File: config.mk
export PLATFORM = sky130hd
export DESIGN_NAME = npu_cmd_decoder
export DESIGN_NICKNAME = d
export VERILOG_FILES = /design/src/rtl/npu_cmd_decoder.sv
export SDC_FILE = /design/constraint.sdc
export NUM_CORES = 1
export LEC_CHECK = 0
export CAP_MARGIN = 20
export CORE_MARGIN = 2
export CORE_UTILIZATION = 50
export CTS_CLUSTER_DIAMETER = 120
export DETAILED_ROUTE_END_ITERATION = 7
export PLACE_DENSITY = 0.87
export SYNTH_ARGS = -nofsm -noshare
export SYNTH_HDL_FRONTEND = slang
export SYNTH_SLANG_ARGS = --single-unit
File: constraint.sdc
create_clock -name clk_i -period 7.87 [get_ports clk_i]
set_input_delay 1.574 -clock clk_i [delete_from_list [all_inputs] [get_ports clk_i]]
set_output_delay 1.574 -clock clk_i [all_outputs]
set_load 0.02 [all_outputs]
File: src/rtl/npu_cmd_decoder.sv
// npu_cmd_decoder
//   Registered NPU bus decoder. Each enabled access is classified by region.
//   The result appears one cycle later as an access strobe carrying a
//   region-relative offset. Op-launch writes are queued in a command FIFO that
//   the NPU sequencer drains through a valid/ready handshake. Unmapped or
//   illegal accesses and FIFO overflow raise sticky error flags.
//
// Optional build macro: NPU_DEC_PERF_CNT_EN
//   When defined, the block adds the saturating counters cmd_cnt_o and
//   drop_cnt_o.
//
// Ports
//   clk_i, rst_i          clock; synchronous active-high reset
//   cen_i, wen_i          bus access enable; 1 = write, 0 = read
//   addr_i, wdata_i       byte address and write data
//   acc_valid_o           one-cycle strobe for a decoded memory/param access
//   op_type_o             registered op/region code
//   acc_we_o              registered write flag of the last decoded access
//   acc_offs_o            registered region-relative offset
//   acc_wdata_o           registered write data
//   cmd_valid_o           command FIFO holds at least one entry
//   cmd_ready_i           sequencer accepts the head command
//   cmd_op_o, cmd_arg_o   head command: op index k and its argument
//   busy_o                command FIFO holds at least one entry
//   dec_err_o, ovf_err_o  sticky decode error and sticky FIFO overflow
//   err_clr_i             clears both sticky errors (and the perf counters)
//   cmd_cnt_o, drop_cnt_o accepted and dropped pushes (NPU_DEC_PERF_CNT_EN only)
module npu_cmd_decoder #(
  parameter int unsigned DWidth     = 32,
  parameter int unsigned ADDR_WIDTH = 32,
  parameter int unsigned NUM_OPS    = 4,
  parameter int unsigned FIFO_DEPTH = 4
) (
  input  logic                       clk_i,
  input  logic                       rst_i,
  input  logic                       cen_i,
  input  logic                       wen_i,
  input  logic [ADDR_WIDTH-1:0]      addr_i,
  input  logic [DWidth-1:0]          wdata_i,
  output logic                       acc_valid_o,
  output logic [3:0]                 op_type_o,
  output logic                       acc_we_o,
  output logic [ADDR_WIDTH-1:0]      acc_offs_o,
  output logic [DWidth-1:0]          acc_wdata_o,
  output logic                       cmd_valid_o,
  input  logic                       cmd_ready_i,
  output logic [$clog2(NUM_OPS)-1:0] cmd_op_o,
  output logic [DWidth-1:0]          cmd_arg_o,
  output logic                       busy_o,
  output logic                       dec_err_o,
  output logic                       ovf_err_o,
`ifdef NPU_DEC_PERF_CNT_EN
  output logic [15:0]                cmd_cnt_o,
  output logic [15:0]                drop_cnt_o,
`endif
  input  logic                       err_clr_i
);

  localparam int unsigned KW = $clog2(NUM_OPS);
  localparam int unsigned PW = $clog2(FIFO_DEPTH);
  localparam int unsigned CW = PW + 1;
  localparam int unsigned EW = KW + DWidth;

  // Memory map. These values match pkg_memorymap.
  localparam logic [ADDR_WIDTH-1:0] NPU_IMEM_Start = ADDR_WIDTH'(32'h1000_0000);
  localparam logic [ADDR_WIDTH-1:0] NPU_IMEM_End   = ADDR_WIDTH'(32'h1000_4000);
  localparam logic [ADDR_WIDTH-1:0] NPU_WMEM_Start = ADDR_WIDTH'(32'h1001_0000);
  localparam logic [ADDR_WIDTH-1:0] NPU_WMEM_End   = ADDR_WIDTH'(32'h1001_4000);
  localparam logic [ADDR_WIDTH-1:0] NPU_BMEM_Start = ADDR_WIDTH'(32'h1002_0000);
  localparam logic [ADDR_WIDTH-1:0] NPU_BMEM_End   = ADDR_WIDTH'(32'h1002_1000);
  localparam logic [ADDR_WIDTH-1:0] NPU_OMEM_Start = ADDR_WIDTH'(32'h1003_0000);
  localparam logic [ADDR_WIDTH-1:0] NPU_OMEM_End   = ADDR_WIDTH'(32'h1003_1000);
  localparam logic [ADDR_WIDTH-1:0] NPU_PARA_Start = ADDR_WIDTH'(32'h1004_0000);
  localparam logic [ADDR_WIDTH-1:0] NPU_PARA_End   = ADDR_WIDTH'(32'h1004_0100);
  localparam logic [ADDR_WIDTH-1:0] NPU_OP_Start   = ADDR_WIDTH'(32'h1004_0100);
  localparam logic [ADDR_WIDTH-1:0] NPU_OP_End     = ADDR_WIDTH'(32'h1004_0200);

  typedef enum logic [3:0] {
    REG_NONE     = 4'b0000,
    REG_OP_SEQ   = 4'b0001,
    REG_IMEM     = 4'b1000,
    REG_WMEM     = 4'b1001,
    REG_BMEM     = 4'b1010,
    REG_OMEM     = 4'b1011,
    REG_PARA     = 4'b1100,
    REG_OP_START = 4'b1111
  } region_e;

  function automatic logic in_rng(input logic [ADDR_WIDTH-1:0] a,
                                  input logic [ADDR_WIDTH-1:0] lo,
                                  input logic [ADDR_WIDTH-1:0] hi);
    return (a >= lo) && (a < hi);
  endfunction

  region_e               nxt_type, type_q;
  logic                  hit, push, dec_ev;
  logic [ADDR_WIDTH-1:0] offs, op_offs;
  logic [KW-1:0]         op_k;

  always_comb begin
    hit      = 1'b0;
    push     = 1'b0;
    dec_ev   = 1'b0;
    nxt_type = REG_NONE;
    offs     = '0;
    op_offs  = addr_i - NPU_OP_Start;
    op_k     = op_offs[KW+1:2];
    if (cen_i) begin
      if (in_rng(addr_i, NPU_IMEM_Start, NPU_IMEM_End)) begin
        if (wen_i) begin hit = 1'b1; nxt_type = REG_IMEM; offs = addr_i - NPU_IMEM_Start; end
        else dec_ev = 1'b1;
      end else if (in_rng(addr_i, NPU_WMEM_Start, NPU_WMEM_End)) begin
        if (wen_i) begin hit = 1'b1; nxt_type = REG_WMEM; offs = addr_i - NPU_WMEM_Start; end
        else dec_ev = 1'b1;
      end else if (in_rng(addr_i, NPU_BMEM_Start, NPU_BMEM_End)) begin
        if (wen_i) begin hit = 1'b1; nxt_type = REG_BMEM; offs = addr_i - NPU_BMEM_Start; end
        else dec_ev = 1'b1;
      end else if (in_rng(addr_i, NPU_OMEM_Start, NPU_OMEM_End)) begin
        hit = 1'b1; nxt_type = REG_OMEM; offs = addr_i - NPU_OMEM_Start;
      end else if (in_rng(addr_i, NPU_PARA_Start, NPU_PARA_End)) begin
        hit = 1'b1; nxt_type = REG_PARA; offs = addr_i - NPU_PARA_Start;
      end else if (in_rng(addr_i, NPU_OP_Start, NPU_OP_End)) begin
        // The full word index is range-checked here. op_k alone is truncated
        // and would alias indices at or above NUM_OPS.
        if (wen_i && op_offs[1:0] == 2'b00 && (op_offs >> 2) < ADDR_WIDTH'(NUM_OPS)) begin
          push     = 1'b1;
          nxt_type = (op_k == '0) ? REG_OP_START : REG_OP_SEQ;
        end else begin
          dec_ev = 1'b1;
        end
      end else begin
        dec_ev = 1'b1;
      end
    end
  end

  always_ff @(posedge clk_i) begin
    if (rst_i) begin
      acc_valid_o <= 1'b0;
      type_q      <= REG_NONE;
      acc_we_o    <= 1'b0;
      acc_offs_o  <= '0;
      acc_wdata_o <= '0;
    end else begin
      acc_valid_o <= hit;
      type_q      <= nxt_type;
      if (hit) begin
        acc_we_o    <= wen_i;
        acc_offs_o  <= offs;
        acc_wdata_o <= wdata_i;
      end
    end
  end

  assign op_type_o = type_q;

  // Command FIFO
  logic [EW-1:0] fifo_mem [FIFO_DEPTH];
  logic [PW-1:0] wr_ptr, rd_ptr;
  logic [CW-1:0] count;
  logic          full, pop, push_ok, drop;

  assign cmd_valid_o = (count != '0);
  assign busy_o      = cmd_valid_o;
  assign full        = (count == CW'(FIFO_DEPTH));
  assign pop         = cmd_valid_o & cmd_ready_i;
  // A full FIFO still accepts a push when the head leaves in the same cycle.
  assign push_ok     = push & (~full | pop);
  assign drop        = push & full & ~pop;
  assign {cmd_op_o, cmd_arg_o} = fifo_mem[rd_ptr];

  always_ff @(posedge clk_i) begin
    if (rst_i) begin
      wr_ptr <= '0;
      rd_ptr <= '0;
      count  <= '0;
      for (int unsigned i = 0; i < FIFO_DEPTH; i++) fifo_mem[i] <= '0;
    end else begin
      if (push_ok) begin
        fifo_mem[wr_ptr] <= {op_k, wdata_i};
        wr_ptr           <= wr_ptr + PW'(1);
      end
      if (pop) rd_ptr <= rd_ptr + PW'(1);
      count <= count + CW'(push_ok) - CW'(pop);
    end
  end

  // Sticky errors: a new event outranks a same-cycle clear.
  always_ff @(posedge clk_i) begin
    if (rst_i) begin
      dec_err_o <= 1'b0;
      ovf_err_o <= 1'b0;
    end else begin
      dec_err_o <= dec_ev | (dec_err_o & ~err_clr_i);
      ovf_err_o <= drop   | (ovf_err_o & ~err_clr_i);
    end
  end

`ifdef NPU_DEC_PERF_CNT_EN
  always_ff @(posedge clk_i) begin
    if (rst_i) begin
      cmd_cnt_o  <= '0;
      drop_cnt_o <= '0;
    end else begin
      if (push_ok)        cmd_cnt_o <= err_clr_i ? 16'd1 : ((cmd_cnt_o == '1) ? cmd_cnt_o : cmd_cnt_o + 16'd1);
      else if (err_clr_i) cmd_cnt_o <= '0;
      if (drop)           drop_cnt_o <= err_clr_i ? 16'd1 : ((drop_cnt_o == '1) ? drop_cnt_o : drop_cnt_o + 16'd1);
      else if (err_clr_i) drop_cnt_o <= '0;
    end
  end
`endif

endmodule

==> results of run 1 <==
power by group through the flow:
stage,clock network [mW],registers (mW),logic (mW)
floorplan,0,1.30,0.106
global placement,0,1.29,0.250
detailed placement,0,1.29,0.251
CTS,1.12,1.27,0.252
global route,1.17,1.27,0.268
finish,1.11,1.27,0.253
layout make-up:
cell class | count | area [µm²]
repair buffers | 190 | 1860
multi-input cells | 633 | 4350
fillers | 1549 | 7210
clock inverters | 16 | 183
inverters | 15 | 56.3
flip-flops and latches | 217 | 5710
well taps | 270 | 338
clock buffers | 26 | 597
Yosys cell counts (all sizes together), types with 3 or more instances:
cell type	instances	area share
nor4	12	0.010
nand3	15	0.0072
and3b	3	0.0025
nand2b	10	0.0060
xor2	3	0.0025
a211oi	10	0.0072
or3	9	0.0059
a21o	6	0.0043
buf	26	0.015
ha	16	0.019
dfxtp	81	0.16
nand2	134	0.048
nor3	17	0.0082
o2111ai	4	0.0034
and3	3	0.0018
o211ai	4	0.0029
a22oi	7	0.0051
a31oi	4	0.0024
mux4	34	0.074
nand4	9	0.0069
o21ai	11	0.0053
xnor2	13	0.011
nor2	41	0.015
and2	141	0.085
inv	13	0.0047
o22ai	3	0.0018
or4	8	0.0058
o221ai	4	0.0034
nor2b	4	0.0024
a221oi	3	0.0025
or2	5	0.0030
clkbuf	38	0.014
a21oi	65	0.031
edfxtp	136	0.39
a311oi	8	0.0067
flip-flops by register name (all words and copies together) (netlist names), named ones only:
register	cells
acc_valid_o	1
rd_ptr	2
acc_offs_o	32
ovf_err_o	1
acc_we_o	1
wr_ptr	2
count	3
dec_err_o	1
acc_wdata_o	32
fifo_mem	136
op_type_o	4
worst paths after layout:
| check | from | to | slack [ns] |
|---|---|---|---|
| worst max register to register | count[1] | count[2] | 5.01 |
| worst max-delay path | addr_i[17] | fifo_mem[2][32] | 1.62 |
| worst min register to register | acc_wdata_o[9] | acc_wdata_o[9] | 0.45 |
| worst min-delay path | acc_wdata_o[9] | acc_wdata_o[9] | 0.45 |
per-layer routing:
| layer | track usage | wire (µm) |
|---|---|---|
| met1 | 0.327 | 11100 |
| met2 | 0.435 | 13900 |
| met3 | 0.0411 | 2260 |
| met4 | 0.0748 | 799 |
| met5 | 0 | 0 |
critical path, cell delays in order:
cell	delay, ns
clkdlybuf4s50_1	0.84
inv_1	0.32
ha_1	0.31
nor2b_1	0.30
or3_1	0.18
a311oi_1	0.05
or4_1	0.55
or3_4	0.45
nor4_4	0.61
buf_4	0.27
and3b_1	0.19
or2_2	0.70
cell families after synthesis:
group / Yosys count
buf+inv: 79
flops: 217
simple gates: 417
fa+ha+maj: 17
xor+xnor: 16
mux: 35
compound gates: 148
==> flow_summary.ini, run 1 <==
[yosys]
ys_seq_area_frac = 0.549
muxShareOfSynthArea = 0.0747
syn_inst = 929
synth_simple_gate_area_frac = 0.214
synthAdderAreaFrac = 0.0212
synth_area_per_cell_um2 = 11.2
async_flop_share = 0
synth-compound-area-share = 0.0945
synth_edf_count = 136
syn_nets = 1016
netlist_area_mm2 = 0.0104
synth-xor-area-share = 0.0135
yosysWarnings = 0
synthFlopType = edfxtp_1
ys_seq_elements = 217
synth_cell_types = 63
synth_top_family_by_area = simple AND/OR/NAND/NOR gates

[worst_setup_path]
worst-endpoint-arrival_ns = 6.37
critPathRequiredTime_ns = 7.99
crit_fanout = 34
crit_path_start_kind = primary input
r2r_cells = 11
crit_path_end_kind = register
crit_type = primary input to register

[clocking]
clkTransAtPathRegs_ns = 0.06
cts_buffers = 23
htree_num_levels = 1
postCtsSetupBuffers = 0
cts_hold_repair.buffers = 0
cts_max_path_buffers = 3
cts_root_buffer = clkbuf_16
clk_latency_ns = 0.50
cts.sinks = 217
tritoncts = done
cts_resized = 0

[timing]
rsz0062_at_grt = no
setup_violations = 0
finalSetupTns_ns = 0
fin_crit_sh = 0.794
tightest_slew_ns = 1.26
slew_headroom = 0.155
layout_setup_ws_ns = 1.62
whs_ns = 0.453
timing.fmax_mhz = 160
finalHoldViolCount = 0
timing.final.crit_period_ns = 6.25
finalMaxSlewViolations = 0
clock_skew_ns = 0.0124

[run_status]
status = finished, final reports clean

[place]
dp_slack_ns = 1.14
place.detailed.hpwl_um = 18700
port_buffers = 177
gp_congestion = 0.993
placed_area_mm2 = 0.0123
dpl.cell_count = 1325

[worst_hold_path]
hold_path_class = register to register
min_delay_path_depth = 2

[layout]
nets = 1167
finalNonFillerCells = 1367
fin_util = 0.645
diodes = 0
drive_above_1_share = 0.0912
final_common_cell = clkdlybuf4s50_1
syn_to_final_growth_pct = 25.9
fin_area_mm2 = 0.0131
layout_common_cells = 176 x clkdlybuf4s50_1, 141 x and2_1, 136 x edfxtp_1

[detailed_routing]
viasPerCell = 5.84
routedWlPerCell_um = 20.6
wl_um = 28100
drcViolationCount = 0
postRouteAntennaNets = 0
drt_iter0_drc = 674
drt_pass1_iterations = 7
vias = 7980

[global_route]
grt_pass1_vias = 7839
grt_max_degree = 81
antenna_found_initial = 0
grt_pass1_wl_um = 43300
grt_remaining_overflow = 0
grt.total_usage = 0.251

[power]
power_switching_uw = 599
power.share.sequential = 0.482
powerDensity_mw_per_mm2 = 201
vdd_ir_drop_max_uv = 119
p_int_mw = 2.04
clock_power_share = 0.422
switching_share = 0.227
p_comb_frac = 0.096
finalPower_mw = 2.64
power.leakage_nw = 4.48

[floorplanning]
die_h_um = 148
initial_core_util = 0.512
die_w_um = 148
num_rows = 52
core_area_mm2 = 0.0203
io_pins = 178
die_area_mm2 = 0.0220

[run]
max_cap_viol_count = 0
No activity file was read; power rests on OpenSTA's default activity.
==> run 2, diff against run 1 <==
- clock period: 7.87 -> 5.95 ns (I/O delays scaled with it)
==> flow_summary.ini, run 2 (synthesized netlist as in run 1, its figures left out) <==
[worst_setup_path]
crit_type = primary input to register
cp_cell_sequence = clkdlybuf4s50_1 -> or4_1 -> or4_1 -> o311a_1 -> a32oi_4 -> nand4_4 -> nor2_1 -> nand2_1 -> ha_1 -> inv_1 -> ha_1 -> inv_1 -> fa_1 -> xor2_1 -> xnor2_1 -> nor2_1
crit_buf_inv = 3
r2r_cells = 11
regToRegSetupSlack_ns = 3.06
crit_path_start_kind = primary input
crit_fanout = 7
crit_slowest_cell = or4_1
r2r-start = count[1]
worst-endpoint-arrival_ns = 5.34
reg2reg_to = count[2]
slowest_delay_ns = 0.71
critPathRequiredTime_ns = 6.30
crit_family = simple AND/OR/NAND/NOR gates
crit_path_end_kind = register

[floorplanning]
core_area_mm2 = 0.0203
die_h_um = 148
die_area_mm2 = 0.0220
initial_core_util = 0.512
io_pins = 178
die_w_um = 148
num_rows = 52

[layout]
final_common_cell = clkdlybuf4s50_1
top_register = fifo_mem
drive_above_1_share = 0.114
largest_register_ffs = 136
syn_to_final_growth_pct = 28.9
fin_area_mm2 = 0.0134
nets = 1196
largestRegisters = fifo_mem x136, acc_offs_o x32, acc_wdata_o x32
diodes = 0
layout_common_cells = 176 x clkdlybuf4s50_1, 141 x and2_1, 136 x edfxtp_1

[global_route]
grt_remaining_overflow = 0
grt.total_usage = 0.272
grt_max_degree = 80
grt_pass1_wl_um = 46200
antenna_found_initial = 0
grt_pass1_vias = 8274

[timing]
fin_crit_sh = 0.839
rsz0062_at_grt = no
setup_violations = 0
finalSetupTns_ns = 0
timing.final.crit_period_ns = 4.99
finalMaxSlewViolations = 0
timing.fmax_mhz = 200
clock_skew_ns = 0.0208
slew_headroom = 0.355
tightest_slew_ns = 0.960
finalHoldViolCount = 0

[power]
powerDensity_mw_per_mm2 = 264
power.leakage_nw = 4.64
vdd_ir_drop_max_uv = 167

[detailed_routing]
drt_pass1_iterations = 5
routedWlPerCell_um = 21.5
wl_um = 30100
drt_iter0_drc = 598
postRouteAntennaNets = 0
vias = 8149
viasPerCell = 5.83
drcViolationCount = 0

[clocking]
cts.sinks = 217
clk_latency_ns = 0.52
cts_max_path_buffers = 3
htree_num_levels = 1
postCtsSetupBuffers = 0
tritoncts = done
cts_root_buffer = clkbuf_16
cts_buffers = 24
cts_hold_repair.buffers = 0
cts_resized = 0
clkTransAtPathRegs_ns = 0.06

[worst_hold_path]
min_to = acc_offs_o[15]
min_delay_path_depth = 2
hold_start = acc_offs_o[15]
hold_path_class = register to register

[place]
placed_area_mm2 = 0.0126
place.detailed.hpwl_um = 20400
port_buffers = 177
gp_congestion = 0.973

[run]
max_cap_viol_count = 0

[run_status]
status = finished, final reports clean
## run 2: changes by cell type in the layout (fill, tap and decap cells not counted), sizes merged
cell and delta:
buf +28, bufinv -1, clkbuf +9, clkinv -7, clkinvlp +2, inv -1
## run 2: tightest hold or removal path, stage by stage (launching register included)
cell	delay, ns
dfxtp_1	0.30
nand2_1	0.05
a21oi_1	0.05
## run 2: final cells by class
type / count / area, µm²
Clock buffer: 35 / 673
Clock inverter: 9 / 128
Multi-Input combinational cell: 633 / 4350
Timing Repair Buffer: 218 / 2150
Tap cell: 270 / 338
Sequential cell: 217 / 5710
Inverter: 15 / 56.3
Fill cell: 1550 / 6900
## run 2: how the worst max path moves through the flow
| stage | startpoint | cells past startpoint | slack, ns | end |
|---|---|---|---|---|
| 2_1_floorplan | addr_i[19] | 12 | 0.86 | fifo_mem[0][0] |
| 3_3_place_gp | addr_i[20] | 16 | 0.54 | count[2] |
| 3_5_place_dp | addr_i[20] | 16 | 0.47 | count[2] |
| 4_1_cts | addr_i[20] | 16 | 0.99 | count[2] |
| 5_1_grt | addr_i[20] | 16 | 0.68 | count[2] |
| 6_report | addr_i[20] | 16 | 0.96 | count[2] |
## run 2: report_power, final
part	leakage, nW	switching (mW)	internal, mW	total, mW
Clock	0.380	0.583	0.915	1.50
Combinational	2.32	0.201	0.157	0.357
Sequential	1.95	0.0243	1.66	1.68
Total	4.64	0.808	2.73	3.54
## run 2: metal layers
| layer | global-route usage | share of wire | up-vias | wire [µm] |
|---|---|---|---|---|
| li1 | - | - | 3724 | - |
| met1 | 0.334 | 0.38 | 3947 | 11500 |
| met2 | 0.487 | 0.51 | 391 | 15400 |
| met3 | 0.0393 | 0.069 | 87 | 2070 |
| met4 | 0.105 | 0.038 | 0 | 1160 |
| met5 | 0 | 0 | - | 0 |
## run 2: through the flow
step / total power [mW] / setup slack (ns) / instances / hold slack, ns / util
after CTS: 3.56 / 0.994 / 1397 / 0.456 / 0.660
final: 3.54 / 0.959 / 1397 / 0.452 / 0.660
after global placement: 2.06 / 0.540 / 1353 / 0.441 / 0.621
after global routing: 3.65 / 0.676 / 1397 / 0.478 / 0.660
after detailed placement: 2.07 / 0.475 / 1353 / 0.450 / 0.621
after floorplan: 1.87 / 0.861 / 929 / 0.485 / -
==> run 3, diff against run 2 <==
- clock period: 5.95 -> 5.2 ns (I/O delays scaled with it)
==> flow_summary.ini, run 3 (synthesized netlist as in run 1, its figures left out) <==
[worst_setup_path]
crit_buf_inv = 3
cp_cell_sequence = clkdlybuf4s50_1 -> or4_1 -> nor4_4 -> o221ai_1 -> or4_1 -> or3_4 -> nor2_1 -> nand2_1 -> ha_1 -> inv_1 -> ha_1 -> inv_1 -> fa_1 -> xor2_1 -> xnor2_1 -> nor2_1
r2r_cells = 11
crit_slowest_cell = or4_1
crit_fanout = 6
slowest_delay_ns = 0.69
crit_type = primary input to register
reg2reg_to = count[2]
crit_path_start_kind = primary input
critPathRequiredTime_ns = 5.55
crit_path_end_kind = register
worst-endpoint-arrival_ns = 5.04
crit_family = simple AND/OR/NAND/NOR gates
r2r-start = count[1]
regToRegSetupSlack_ns = 2.42

[floorplanning]
io_pins = 178
core_area_mm2 = 0.0203
num_rows = 52
die_w_um = 148
initial_core_util = 0.512
die_h_um = 148
die_area_mm2 = 0.0220

[worst_hold_path]
min_to = acc_offs_o[6]
hold_start = acc_offs_o[6]
hold_path_class = register to register
min_delay_path_depth = 2

[clocking]
cts_hold_repair.buffers = 0
postCtsSetupBuffers = 0
tritoncts = done
clk_latency_ns = 0.50
cts_resized = 0
cts_max_path_buffers = 3
cts.sinks = 217
cts_buffers = 23
cts_root_buffer = clkbuf_16
htree_num_levels = 1
clkTransAtPathRegs_ns = 0.06

[timing]
timing.fmax_mhz = 213
whs_ns = 0.451
fin_crit_sh = 0.903
timing.final.crit_period_ns = 4.70
layout_setup_ws_ns = 0.505
clock_skew_ns = 0.0114
rsz0062_at_grt = no
finalMaxSlewViolations = 0
finalSetupTns_ns = 0
setup_violations = 0
tightest_slew_ns = 0.946
finalHoldViolCount = 0
slew_headroom = 0.364

[layout]
syn_to_final_growth_pct = 29.8
largestRegisters = fifo_mem x136, acc_offs_o x32, acc_wdata_o x32
largest_register_ffs = 136
drive_above_1_share = 0.134
finalNonFillerCells = 1424
diodes = 0
fin_util = 0.665
nets = 1225
top_register = fifo_mem
fin_area_mm2 = 0.0135
final_common_cell = clkdlybuf4s50_1
layout_common_cells = 176 x clkdlybuf4s50_1, 141 x and2_1, 136 x edfxtp_1

[place]
port_buffers = 177
dpl.cell_count = 1383
place.detailed.hpwl_um = 20000
dp_slack_ns = 0.0100
placed_area_mm2 = 0.0128
gp_congestion = 0.959

[power]
vdd_ir_drop_max_uv = 158
power.leakage_nw = 4.73
powerDensity_mw_per_mm2 = 286
finalPower_mw = 3.86

[detailed_routing]
wl_um = 29200
vias = 8305
routedWlPerCell_um = 20.5
viasPerCell = 5.83
drt_iter0_drc = 738
drt_pass1_iterations = 6
drcViolationCount = 0
postRouteAntennaNets = 0

[global_route]
grt_pass1_wl_um = 45900
antenna_found_initial = 0
grt_pass1_vias = 8355
grt_max_degree = 80
grt_remaining_overflow = 0
grt.total_usage = 0.266

[run_status]
status = finished, final reports clean

[run]
max_cap_viol_count = 0
run 3: cell types whose count changed in the layout (fill, tap and decap cells not counted), sizes merged:
cell | before | now
buf | 42 | 72
bufinv | 3 | 1
clkbuf | 35 | 29
clkinv | 5 | 10
run 3: worst register-to-register path, stage by stage, from the launching register on:
cell     delay, ns
dfxtp_1       0.35
nor4b_1       0.76
nor2b_1       0.22
nand2_1       0.13
ha_1          0.22
inv_1         0.06
ha_1          0.13
inv_1         0.05
fa_1          0.37
xor2_1        0.17
xnor2_1       0.13
nor2_1        0.05
run 3: layer usage:
layer	GRT usage	vias up	part of all wire
met1	0.335	4070	0.39
li1	-	3777	-
met5	0	-	0
met4	0.0810	0	0.029
met2	0.480	393	0.51
met3	0.0350	65	0.072
run 3: final cells by class:
cell class,instances,area [µm²]
Clock inverter,12,85.1
Sequential cell,217,5710
Inverter,15,56.3
Clock buffer,29,598
Fill cell,1540,6800
Tap cell,270,338
Multi-Input combinational cell,633,4350
Timing Repair Buffer,248,2360
run 3: report_power, final:
part / switching [mW] / internal (mW)
clock network: 0.655 / 0.862
logic: 0.230 / 0.188
registers: 0.0252 / 1.90
run 3: worst max-delay path by stage:
stage               startpoint             end  slack, ns  cells past startpoint
global placement    addr_i[21]        count[2]       0.12                     16
CTS                 addr_i[21]        count[2]       0.53                     16
global route        addr_i[21]        count[2]       0.26                     16
detailed placement  addr_i[21]        count[2]       0.01                     16
floorplan           addr_i[19]  fifo_mem[0][0]       0.26                     12
finish              addr_i[21]        count[2]       0.50                     16
